===== src/rtl/sram_seq.sv =====
// rtl/sram_seq.sv - timed single-byte access sequencer for the 8-bit async SRAM bridge
// Optional bus turnaround cycle on direction change: define SRAM_SEQ_TURNAROUND_EN.
module sram_seq #(
    parameter int ADDR_W      = 17,
    parameter int DATA_W      = 8,
    parameter int WAIT_CYCLES = 2
) (
    input  logic              clk,
    input  logic              reset_n,
    input  logic              req_valid,
    output logic              req_ready,
    input  logic              req_write,
    input  logic [ADDR_W-1:0] req_addr,
    input  logic [DATA_W-1:0] req_wdata,
    output logic              rsp_valid,
    output logic [DATA_W-1:0] rsp_rdata,
    output logic              m_chipselect_n,
    output logic              m_byteenable_n,
    output logic              m_write_n,
    output logic              m_read_n,
    output logic [ADDR_W-1:0] m_address,
    output logic [DATA_W-1:0] m_writedata,
    input  logic [DATA_W-1:0] m_readdata
);

    localparam logic [1:0] S_IDLE    = 2'd0;
    localparam logic [1:0] S_TURN    = 2'd1;
    localparam logic [1:0] S_ACCESS  = 2'd2;
    localparam logic [1:0] S_RECOVER = 2'd3;
    localparam logic [3:0] WAIT_INIT = 4'(WAIT_CYCLES);

    logic [1:0]        r_state;
    logic [3:0]        r_cnt;
    logic              r_write;
    logic [ADDR_W-1:0] r_addr;
    logic [DATA_W-1:0] r_wdata;
    logic [DATA_W-1:0] r_rdata;
    logic              r_rsp_valid;
    logic              r_req_ready;
    logic              r_cs_n;
    logic              r_be_n;
    logic              r_write_n;
    logic              r_read_n;
`ifdef SRAM_SEQ_TURNAROUND_EN
    logic              r_last_write;
`endif

    logic              w_accept;
    logic              w_dir;
    logic [1:0]        w_next;

    assign w_accept = req_valid && r_req_ready;
    // Direction of the access about to be strobed: fresh request when leaving IDLE, latched otherwise.
    assign w_dir    = (r_state == S_IDLE) ? req_write : r_write;

    always_comb begin
        w_next = r_state;
        case (r_state)
            S_IDLE: begin
                if (w_accept) begin
`ifdef SRAM_SEQ_TURNAROUND_EN
                    w_next = (req_write != r_last_write) ? S_TURN : S_ACCESS;
`else
                    w_next = S_ACCESS;
`endif
                end
            end
            S_TURN:    w_next = S_ACCESS;
            S_ACCESS:  w_next = (r_cnt == 4'd0) ? S_RECOVER : S_ACCESS;
            S_RECOVER: w_next = S_IDLE;
            default:   w_next = S_IDLE;
        endcase
    end

    // Every output is a flop loaded from the next-state decode, so strobes change only on clock edges.
    always_ff @(posedge clk or negedge reset_n) begin
        if (!reset_n) begin
            r_state      <= S_IDLE;
            r_cnt        <= 4'd0;
            r_write      <= 1'b0;
            r_addr       <= '0;
            r_wdata      <= '0;
            r_rdata      <= '0;
            r_rsp_valid  <= 1'b0;
            r_req_ready  <= 1'b0;
            r_cs_n       <= 1'b1;
            r_be_n       <= 1'b1;
            r_write_n    <= 1'b1;
            r_read_n     <= 1'b1;
`ifdef SRAM_SEQ_TURNAROUND_EN
            r_last_write <= 1'b0;
`endif
        end else begin
            r_state     <= w_next;
            r_req_ready <= (w_next == S_IDLE);
            r_rsp_valid <= (w_next == S_RECOVER);
            r_cs_n      <= (w_next != S_ACCESS);
            r_be_n      <= (w_next != S_ACCESS);
            r_write_n   <= !((w_next == S_ACCESS) && w_dir);
            r_read_n    <= !((w_next == S_ACCESS) && !w_dir);
            if (w_accept) begin
                r_write <= req_write;
                r_addr  <= req_addr;
                r_wdata <= req_wdata;
                r_cnt   <= WAIT_INIT;
            end
            if (r_state == S_ACCESS) begin
                if (r_cnt == 4'd0) begin
                    if (!r_write) begin
                        r_rdata <= m_readdata;
                    end
`ifdef SRAM_SEQ_TURNAROUND_EN
                    r_last_write <= r_write;
`endif
                end else begin
                    r_cnt <= r_cnt - 4'd1;
                end
            end
        end
    end

    assign req_ready      = r_req_ready;
    assign rsp_valid      = r_rsp_valid;
    assign rsp_rdata      = r_rdata;
    assign m_chipselect_n = r_cs_n;
    assign m_byteenable_n = r_be_n;
    assign m_write_n      = r_write_n;
    assign m_read_n       = r_read_n;
    assign m_address      = r_addr;
    assign m_writedata    = r_wdata;

endmodule


===== config.mk =====
export PLATFORM = sky130hd
export DESIGN_NAME = sram_seq
export DESIGN_NICKNAME = d
export VERILOG_FILES = /design/src/rtl/sram_seq.sv
export SDC_FILE = /design/constraint.sdc
export NUM_CORES = 1
export LEC_CHECK = 0
export ABC_AREA = 1
export BUFFER_PORTS_ARGS = -buffer_cell sky130_fd_sc_hd__buf_2
export CORE_MARGIN = 2
export CORE_UTILIZATION = 42
export CTS_BUF_LIST = sky130_fd_sc_hd__clkbuf_8
export DETAILED_ROUTE_END_ITERATION = 10
export PLACE_DENSITY = 0.77
export REMOVE_ABC_BUFFERS = 1
export SYNTH_ARGS = -nofsm -noshare
export SYNTH_HDL_FRONTEND = slang
export SYNTH_SLANG_ARGS = --single-unit

===== constraint.sdc =====
create_clock -name clk -period 1.62 [get_ports clk]
set_clock_uncertainty 0.1 [all_clocks]
set_input_delay 0.081 -clock clk [delete_from_list [all_inputs] [get_ports clk]]
set_output_delay 0.081 -clock clk [all_outputs]
set_load 0.01 [all_outputs]

==> summary.md, run 1 <==
| Metric | Value |
|---|---|
| Sink Count | `45` |
| Worst supply voltage drop on vdd | `0.8638 mV` |
| Maximum number of pins on one net before global-route repair | `27` |
| Post-layout net count | `305` |
| Critical path class | `reg2reg` |
| Startpoint of the worst-slack reg-to-reg timing path | `r_cnt[0]` |
| Area occupied by multi-input gates | `714.4 um2` |
| DR vias/cell | `4.708` |
| Longest individual stage delay on the worst path | `about 0.40 ns` |
| Tcrit/Tclk final | `approximately nine tenths` |
| End point of the most critical hold path | `r_write` |
| Worst path slowest cell | `sky130_fd_sc_hd__dfrtp_1` |
| Half-perimeter wire length of the detailed placement result | `2706 um` |
| Post-synth cell types | `22` |
| Power per unit of standard cell area | `1805 mW/mm2` |
| H-Tree Depth | `2` |
| Critical path endpoint category | `register` |
| Post-synth top area share | `54.55%` |
| Post-synthesis instance area | `just under 0.002 mm2` |
| Kind of start point of the critical path | `register` |
| Cell Area, Placed | `approximately 0.0024 mm2` |
| Number of max-slew violations in the final report | `0` |
| Floorplan Core Area | `0.004384 mm2` |
| Number of antenna violations at the first check in global routing | `0` |
| Area used by sequential logic in the layout | `0.001130 mm2` |
| Fin area | `0.002808 mm2` |
| Die boundary width | `71.73 um` |
| Initial Util | `43.95%` |
| Cell accounting for the most synthesized area | `sky130_fd_sc_hd__dfrtp_1` |
| Clock tree from TritonCTS | `built` |
| Worst hold path cell count | `3` |
| Vias in the first global route | `roughly 1.5k` |
| Clock tree buffer depth | `2` |
| Register-to-Register Path Depth | `7` |
| Clock-pin slew on the worst setup and hold paths | `0.08 ns` |
| Total vias in the final route | `1497` |
| Fraction of final layout cells sized beyond drive strength 1 | `45.49%` |
| Die outline height | `71.73 um` |
| Overall die area | `0.005145 mm2` |
| Average wire length per cell after detail routing | `about 13 um` |
| Hold Vio Cnt, Final | `0` |
| CP cell instances | `inv_1 > ha_1 > nand2_1 > inv_2 > nand2_4 > nand2_1 > nand2_1` |
| Total congestion overflow | `0` |
| Max-capacitance violation count | `0` |
| # IOs | `76` |
| Wire length after detailed routing | `4197 um` |
| Setup repair after global routing missed its margin | `no` |
| Pre-antenna DRT Iters | `4` |
| Signal arrival time at the worst endpoint | `1.54 ns` |
| Number of filler instances in the final layout | `343` |
| Synthesis-to-layout area growth | `45.71%` |
| Run status | `finished, final reports clean` |
| Utilization of the core after routing | `64.04%` |
| Required @ worst endpoint | `1.70 ns` |
| Yosys reg bits | `45` |
| Final worst path period need | `roughly 1.5 ns` |
| Maximum net fanout on the critical path | `9` |
| P_leak | `approximately 1.5 nW` |
| Headroom to the max-slew limit | `68.35%` |
| Overall track demand over capacity in global routing | `between 10% and 20%` |
| Sequential share of the synthesized area | `58.64%` |
| Number of instances in the synthesized netlist | `150` |
| Start point of the critical path | `r_cnt[0]` |
| Post-cts sizing count | `0` |
| Mean cell area of the mapped netlist | `12.85 um2` |
| Number of nets with antenna violations after routing | `0` |
| Worst-case register-to-register setup slack | `0.16 ns` |
| Clock insertion delay at the later pin of the skew report | `0.30 ns` |
| Total setup violations reported at the end of the flow | `0` |
| Number of buffers added by the clock tree synthesis step | `5` |
| Main area contributors after synthesis | `sky130_fd_sc_hd__dfrtp_1, sky130_fd_sc_hd__mux2_4, sky130_fd_sc_hd__nand2_1, sky130_fd_sc_hd__nand3_1, sky130_fd_sc_hd__dfstp_2` |
| Synthesis warning total | `0` |
| First-pass GRT wire length | `7010 um` |
| Weighted congestion at the end of routability-driven global placement | `0.7441` |
| Hold WS | `0.02311 ns` |
| FMAX | `686.3 MHz` |
| DRC violation count after routing | `0` |
| Violation count after the first detailed-route iteration | `103` |
| Class of the most critical hold timing path | `in2reg` |
| Buffers on Ports | `75` |
| Start point of the worst hold path | `req_write` |
| # rows | `24` |
| Worst Max-Slew Pin Slew | `between 0.4 and 0.5 ns` |
| Library cell appearing most often on the critical path | `sky130_fd_sc_hd__nand2_1` |
| Reg-to-reg endpoint | `rsp_rdata[7]` |
| Final antenna diode count | `0` |
| Clock tree root driver cell | `sky130_fd_sc_hd__clkbuf_8` |
layer usage:
layer / global-route usage [%] / up-vias / share of wire (%)
li1: - / 726 / -
met1: 22.31 / 710 / 43
met2: 29.53 / 51 / 49
met3: 5.063 / 10 / 5.9
met4: 5.660 / 0 / 1.5
met5: 0 / - / 0
power breakdown:
group	switching (mW)	internal (mW)	total, mW
clock	0.399	0.311	0.710
combinational	1.14	1.18	2.32
sequential	0.324	1.71	2.04
total	1.86	3.20	5.07
worst max-delay path: cells and delay by family (launching register included):
kind	cells	cell delay, ns
DFF	1	0.40
and+or+nand+nor	4	0.34
buffers and inverters	2	0.27
adders and majority gates	1	0.24
Yosys cell counts:
cell and n:
sky130_fd_sc_hd__inv_1 10, sky130_fd_sc_hd__dfstp_2 3, sky130_fd_sc_hd__nand3_1 16, sky130_fd_sc_hd__a21oi_2 1, sky130_fd_sc_hd__dfrtp_1 42, sky130_fd_sc_hd__buf_6 3
sky130_fd_sc_hd__and2_1 1, sky130_fd_sc_hd__mux2_4 24, sky130_fd_sc_hd__nand2_2 1, sky130_fd_sc_hd__mux2_2 1, sky130_fd_sc_hd__o21ai_0 5, sky130_fd_sc_hd__nand2_4 1
sky130_fd_sc_hd__nor2_1 4, sky130_fd_sc_hd__nor2_4 1, sky130_fd_sc_hd__inv_2 1, sky130_fd_sc_hd__nand4_1 2, sky130_fd_sc_hd__xnor2_1 1, sky130_fd_sc_hd__nand4_2 1
sky130_fd_sc_hd__buf_4 1, sky130_fd_sc_hd__ha_1 3, sky130_fd_sc_hd__nor2_2 1, sky130_fd_sc_hd__nand2_1 27
repair_timing:
action,in CTS,in global routing
hold buffers,34,0
endpoints found under the hold margin,52,0
buffers inserted,0,0
cell type report:
| class | instances | share of cell area (%) |
|---|---|---|
| Clock buffer | 5 | 2.451 |
| Clock inverter | 3 | 0.8913 |
| Inverter | 11 | 1.471 |
| Multi-Input combinational cell | 90 | 25.45 |
| Sequential cell | 45 | 40.24 |
| Tap cell | 52 | 2.317 |
| Timing Repair Buffer | 112 | 27.18 |
cells in the final DEF (no fill, tap or decap), drive strengths merged, types with 3 or more instances in the layout:
cell         count
inv             12
dfrtp           42
mux2            25
ha               3
clkbuf           5
dlygate4sd3     34
nand2           29
nand4            3
nand3           16
buf             78
o21ai            5
nor2             6
dfstp            3
cell families after synthesis:
group / after synthesis / synth area share [%]
AOI/OAI and AO/OA: 6 / 1.753
xor gates and xnor gates: 1 / 0.4546
adders and majority gates: 3 / 1.948
buffers and inverters: 15 / 4.286
DFF: 45 / 58.64
muxes: 25 / 19.29
and+or+nand+nor: 55 / 13.64
state kept, by name, indices dropped and copies added (netlist names):
name and count:
m_address 17, m_writedata 8, rsp_rdata 8, r_cnt 4
r_state 2, m_byteenable_n 1, m_read_n 1, m_write_n 1
r_write 1, req_ready 1, rsp_valid 1
stage by stage:
| stage | power (mW) | instances | worst slack [ns] | TNS [ns] |
|---|---|---|---|---|
| CTS | 5.105 | 318 | 0.1569 | 0 |
| global placement | 4.241 | 276 | 0.1976 | 0 |
| floorplan | 3.501 | 146 | -0.05577 | -0.09408 |
| global route | 5.470 | 318 | 0.02399 | 0 |
| finish | 5.068 | 318 | 0.1630 | 0 |
| detailed placement | 4.317 | 276 | 0.1762 | 0 |
how the worst max path moves through the flow:
stage | end | cells after the start
final | rsp_rdata[7] | 7
after global routing | rsp_rdata[7] | 7
after CTS | rsp_rdata[2] | 7
after detailed placement | rsp_rdata[2] | 7
after global placement | rsp_rdata[7] | 7
after floorplan | rsp_valid | 4
(Power assumes the default switching activity.)
==> inputs of run 2 (changes only) <==
--- a/config.mk
+++ b/config.mk
@@ -6,12 +6,12 @@
 export NUM_CORES = 1
 export LEC_CHECK = 0
 export ABC_AREA = 1
-export BUFFER_PORTS_ARGS = -buffer_cell sky130_fd_sc_hd__buf_2
 export CORE_MARGIN = 2
 export CORE_UTILIZATION = 42
 export CTS_BUF_LIST = sky130_fd_sc_hd__clkbuf_8
 export DETAILED_ROUTE_END_ITERATION = 10
-export PLACE_DENSITY = 0.77
+export DONT_BUFFER_PORTS = 1
+export PLACE_DENSITY = 0.62
 export REMOVE_ABC_BUFFERS = 1
 export SYNTH_ARGS = -nofsm -noshare
 export SYNTH_HDL_FRONTEND = slang
==> summary.md, run 2 (synthesis results as in run 1) <==
| Metric | Value |
|---|---|
| Run status | `finished, final reports clean` |
| Reg-to-reg endpoint | `rsp_rdata[7]` |
| Weighted congestion at the end of routability-driven global placement | `0.7955` |
| Violation count after the first detailed-route iteration | `77` |
| Worst path slowest cell | `sky130_fd_sc_hd__dfrtp_1` |
| Overall die area | `approximately 0.0051 mm2` |
| Met2 track utilization from global routing | `31.48%` |
| P_leak | `1.231 nW` |
| Post-cts sizing count | `0` |
| Total congestion overflow | `0` |
| Average wire length per cell after detail routing | `between 15 and 20 um` |
| Sink Count | `45` |
| Die boundary width | `71.73 um` |
| Fin area | `roughly 0.0025 mm2` |
| Wire length after detailed routing | `about 4000 um` |
| Clock insertion delay at the later pin of the skew report | `approximately 0.29 ns` |
| Start point of the worst hold path | `req_valid` |
| CP cell instances | `inv_1 > ha_1 > inv_1 > nor2_4 > nand2_4 > nand2_1 > nand2_1` |
| Final antenna diode count | `0` |
| Worst Max-Slew Pin Slew | `0.2422 ns` |
| Synthesis-to-layout area growth | `27.66%` |
| Clock tree root driver cell | `sky130_fd_sc_hd__clkbuf_8` |
| Class of the most critical hold timing path | `in2reg` |
| Setup tns final | `0 ns` |
| Critical path endpoint category | `register` |
| Final worst path period need | `about 1.5 ns` |
| Commonest cells after routing, fill and taps aside | `sky130_fd_sc_hd__dfrtp_1, sky130_fd_sc_hd__dlygate4sd3_1, sky130_fd_sc_hd__nand2_1, sky130_fd_sc_hd__mux2_4, sky130_fd_sc_hd__nand3_1` |
| Vias in the first global route | `1345` |
| Number of nets with antenna violations after routing | `0` |
| Overall power | `4.762 mW` |
| Met1 usage in global routing | `a little under a fifth` |
| Worst hold path cell count | `4` |
| Worst-case register-to-register setup slack | `between 0.15 and 0.2 ns` |
| Floorplan Core Area | `around 0.0044 mm2` |
| FMAX | `680.7 MHz` |
| Fraction of final layout cells sized beyond drive strength 1 | `23.04%` |
| Register-to-Register Path Depth | `7` |
| Pre-antenna DRT Iters | `4` |
| Overall track demand over capacity in global routing | `17.12%` |
| Grt peak-use layer | `met2` |
| Max-capacitance violation count | `0` |
| Worst supply voltage drop on vdd | `0.8150 mV` |
| DRC violation count after routing | `0` |
| Kind of start point of the critical path | `register` |
| Buffers on Ports | `0` |
| DR vias/cell | `5.123` |
| First-pass GRT wire length | `6679 um` |
| Initial Util | `between 40% and 50%` |
| # rows | `24` |
| Cell Area, Placed | `0.001971 mm2` |
| Number of antenna violations at the first check in global routing | `0` |
| # IOs | `76` |
| Setup repair after global routing missed its margin | `no` |
| Critical path class | `reg2reg` |
| Required @ worst endpoint | `1.69 ns` |
| Number of buffers added by the clock tree synthesis step | `5` |
| Flip-flop count of the largest register after layout | `17` |
| Headroom to the max-slew limit | `83.81%` |
| Tcrit/Tclk final | `90.69%` |
| Startpoint of the worst-slack reg-to-reg timing path | `r_state[0]` |
| Maximum number of pins on one net before global-route repair | `46` |
| Maximum net fanout on the critical path | `9` |
| Global routing usage on met3 | `3.657%` |
| Signal arrival time at the worst endpoint | `about 1.5 ns` |
| Clock-pin slew on the worst setup and hold paths | `0.09 ns` |
| H-Tree Depth | `2` |
| Post-layout net count | `230` |
| Kind of cell adding the most delay to the critical path | `simple AND/OR/NAND/NOR gates` |
| Die outline height | `71.73 um` |
| Number of max-slew violations in the final report | `0` |
| Clock tree from TritonCTS | `built` |
| Half-perimeter wire length of the detailed placement result | `2454 um` |
| Clock tree buffer depth | `2` |
| Worst path buffer plus inverter count | `2` |
| Hold WS | `between 0.1 and 0.15 ns` |
| Power per unit of standard cell area | `between 1500 and 2000 mW/mm2` |
| Total vias in the final route | `between 1k and 1.5k` |
| Utilization of the core after routing | `56.11%` |
| Hold Vio Cnt, Final | `0` |
| Total setup violations reported at the end of the flow | `0` |
| Longest individual stage delay on the worst path | `0.39 ns` |
| End point of the most critical hold path | `r_write` |
| Most common cell after layout, fill and taps aside | `sky130_fd_sc_hd__dfrtp_1` |
[run 2: changes by cell type in the layout (fill, tap and decap cells not counted), sizes merged]
cell	before	now
buf	78	2
bufinv	0	1
clkinvlp	1	0
dlygate4sd3	34	35
[run 2: layer usage]
layer	share of wire, %	vias up
met5	0	-
met2	56	41
met4	1.9	0
li1	-	577
met3	4.5	6
met1	37	621
[run 2: worst max-delay path by stage]
stage,from,to,slack (ns),cells past startpoint
floorplan,req_ready,rsp_valid,-0.06,4
detailed placement,r_state[1],rsp_valid,0.17,6
finish,r_state[0],rsp_rdata[7],0.15,7
CTS,r_state[1],rsp_valid,0.14,6
global placement,r_state[0],rsp_rdata[3],0.26,7
global route,r_state[1],m_read_n,0.008,6
[run 2: final cells by class]
class	count	area, um2
Fill cell	364	1924
Inverter	11	41.29
Timing Repair Buffer	37	397.9
Clock inverter	3	42.54
Multi-Input combinational cell	90	714.4
Clock buffer	5	68.82
Tap cell	52	65.06
Sequential cell	45	1130
[run 2: report_power, final]
| part | leakage (nW) | switching [mW] | total [mW] | internal (mW) |
|---|---|---|---|---|
| Clock | 0.0595 | 0.362 | 0.819 | 0.457 |
| Sequential | 0.536 | 0.665 | 2.38 | 1.72 |
| Combinational | 0.636 | 0.725 | 1.56 | 0.836 |
| Total | 1.23 | 1.75 | 4.76 | 3.01 |
[run 2: timing repair]
action | 4_1_cts | 5_1_grt
endpoints found under the hold margin | 81 | 0
buffers inserted | 0 | 0
hold buffers | 36 | 0
[run 2: worst register-to-register path, delay by kind of cell (launching register included)]
kind / cells / cell delay (ns)
buf+inv: 2 / 0.18
simple gates: 4 / 0.48
fa+ha+maj: 1 / 0.20
flops: 1 / 0.39
[run 2: stage by stage]
| step | worst slack (ns) | instances |
|---|---|---|
| 2_1_floorplan | -0.05577 | 146 |
| 3_3_place_gp | 0.2620 | 199 |
| 3_5_place_dp | 0.1748 | 199 |
| 4_1_cts | 0.1442 | 243 |
| 5_1_grt | 0.008203 | 243 |
| 6_report | 0.1509 | 243 |
==> inputs of run 3 (changes only) <==
--- a/config.mk
+++ b/config.mk
@@ -6,12 +6,13 @@
 export NUM_CORES = 1
 export LEC_CHECK = 0
 export ABC_AREA = 1
+export CORE_ASPECT_RATIO = 1.75
 export CORE_MARGIN = 2
-export CORE_UTILIZATION = 42
+export CORE_UTILIZATION = 38
 export CTS_BUF_LIST = sky130_fd_sc_hd__clkbuf_8
 export DETAILED_ROUTE_END_ITERATION = 10
 export DONT_BUFFER_PORTS = 1
-export PLACE_DENSITY = 0.62
+export PLACE_DENSITY = 0.58
 export REMOVE_ABC_BUFFERS = 1
 export SYNTH_ARGS = -nofsm -noshare
 export SYNTH_HDL_FRONTEND = slang
==> summary.md, run 3 (synthesis results as in run 1) <==
| Metric | Value |
|---|---|
| Run status | `finished, final reports clean` |
| Clock tree buffer depth | `2` |
| Flip-flop count of the largest register after layout | `17` |
| DRC violation count after routing | `0` |
| Critical path class | `reg2reg` |
| Clock tree root driver cell | `sky130_fd_sc_hd__clkbuf_8` |
| Area occupied by multi-input gates | `714.4 um2` |
| Area used by sequential logic in the layout | `0.001130 mm2` |
| Class of the most critical hold timing path | `in2reg` |
| Total setup violations reported at the end of the flow | `0` |
| Final antenna diode count | `0` |
| Headroom to the max-slew limit | `between 80 and 90%` |
| First-pass GRT wire length | `6831 um` |
| Setup repair after global routing missed its margin | `no` |
| Die outline height | `98.20 um` |
| # IOs | `between 70 and 80` |
| Max-capacitance violation count | `0` |
| Met1 usage in global routing | `16.91%` |
| Most common cell after layout, fill and taps aside | `sky130_fd_sc_hd__dfrtp_1` |
| Maximum number of pins on one net before global-route repair | `46` |
| Synthesis-to-layout area growth | `26.88%` |
| Hold Vio Cnt, Final | `0` |
| Average wire length per cell after detail routing | `16.79 um` |
| FMAX | `689.4 MHz` |
| Initial Util | `39.05%` |
| Floorplan Core Area | `0.004935 mm2` |
| Number of filler instances in the final layout | `~430` |
| Total vias in the final route | `between 1k and 1.5k` |
| Total congestion overflow | `0` |
| Worst Max-Slew Pin Slew | `0.2594 ns` |
| Die boundary width | `roughly 58 um` |
| Final worst path period need | `1.451 ns` |
| Half-perimeter wire length of the detailed placement result | `2665 um` |
| Overall track demand over capacity in global routing | `15.67%` |
| Grt peak-use layer | `met2` |
| Overall die area | `0.005679 mm2` |
| Global routing usage on met3 | `under 10%` |
| Met2 track utilization from global routing | `28.85%` |
| Tcrit/Tclk final | `89.54%` |
| Clock tree from TritonCTS | `built` |
| Number of buffers added by the clock tree synthesis step | `5` |
| Wire length after detailed routing | `4114 um` |
| Critical path endpoint category | `register` |
| Weighted congestion at the end of routability-driven global placement | `0.6527` |
| DR vias/cell | `5.131` |
| Commonest cells after routing, fill and taps aside | `sky130_fd_sc_hd__dfrtp_1, sky130_fd_sc_hd__dlygate4sd3_1, sky130_fd_sc_hd__nand2_1, sky130_fd_sc_hd__mux2_4, sky130_fd_sc_hd__nand3_1` |
| Overall power | `~4.7 mW` |
| Power per unit of standard cell area | `1903 mW/mm2` |
| Number of buffers added for setup after CTS | `0` |
| Worst supply voltage drop on vdd | `1.302 mV` |
| Vias in the first global route | `between 1k and 1.5k` |
| Sink Count | `between 40 and 50` |
| Clock-pin slew on the worst setup and hold paths | `approximately 0.090 ns` |
| Number of antenna violations at the first check in global routing | `0` |
| Signal arrival time at the worst endpoint | `1.53 ns` |
| Required @ worst endpoint | `1.70 ns` |
| # rows | `34` |
| Fraction of final layout cells sized beyond drive strength 1 | `23.04%` |
| Pre-antenna DRT Iters | `4` |
| Buffers on Ports | `0` |
| Number of max-slew violations in the final report | `0` |
| Kind of start point of the critical path | `register` |
| P_leak | `1.220 nW` |
| Clock insertion delay at the later pin of the skew report | `0.30 ns` |
| Post-layout net count | `230` |
| Maximum net fanout on the critical path | `9` |
| Number of nets with antenna violations after routing | `0` |
| H-Tree Depth | `2` |
| Violation count after the first detailed-route iteration | `47` |
| Hold WS | `roughly 0.11 ns` |
==> run 3: what timing repair did <==
action | in CTS | in global routing
hold buffers | 36 | 0
resized for setup | 0 | 0
endpoints found under the hold margin | 79 | 0
==> run 3: per-layer routing <==
layer  vias to the layer above  routed length (um)
met2                        34                2460
met5                         -                   0
met1                       644                1420
met4                         0                  61
li1                        573                   -
met3                         6                 172
==> run 3: final timing paths <==
kind	startpoint	to	slack [ns]	cells past startpoint
worst max-delay path	r_state[0]	rsp_rdata[3]	0.17	7
worst min-delay path	req_valid	r_cnt[3]	0.11	4
worst max register to register	r_state[0]	rsp_rdata[3]	0.17	7
worst min register to register	r_cnt[0]	r_cnt[0]	0.42	1
max in group asynchronous	reset_n	m_byteenable_n	0.97	2
min in group asynchronous	reset_n	rsp_rdata[1]	0.19	2
==> run 3: stage by stage <==
step / instance area, um2 / setup TNS [ns] / setup WS, ns / utilization (%) / instances
floorplan: 1886 / -0.09408 / -0.05577 / - / 146
global placement: 1973 / 0 / 0.2396 / 39.98 / 201
finish: 2445 / 0 / 0.1695 / 49.54 / 245
CTS: 2445 / 0 / 0.1626 / 49.54 / 245
global route: 2445 / 0 / 0.03720 / 49.54 / 245
detailed placement: 1973 / 0 / 0.1740 / 39.98 / 201
==> run 3: area by class of cell <==
type                    count  area share [%]
clock buffers               6           3.378
clock inverters             2          0.4606
inverters                  11           1.689
multi-input cells          90           29.22
flip-flops and latches     45           46.21
well taps                  54           2.764
repair buffers             37           16.27
==> run 3: power by group <==
group          leakage (nW)  switching [mW]  internal [mW]
sequential            0.536           0.663           1.72
clock                0.0486           0.358          0.340
combinational         0.636           0.740          0.835
total                  1.22            1.76           2.89
==> run 3: critical path: stages, from the launching register on <==
cell	delay (ns)
sky130_fd_sc_hd__dfrtp_1	0.38
sky130_fd_sc_hd__inv_1	0.09
sky130_fd_sc_hd__ha_1	0.21
sky130_fd_sc_hd__inv_1	0.12
sky130_fd_sc_hd__nor2_4	0.21
sky130_fd_sc_hd__nand2_4	0.11
sky130_fd_sc_hd__nand2_1	0.07
sky130_fd_sc_hd__nand2_1	0.05
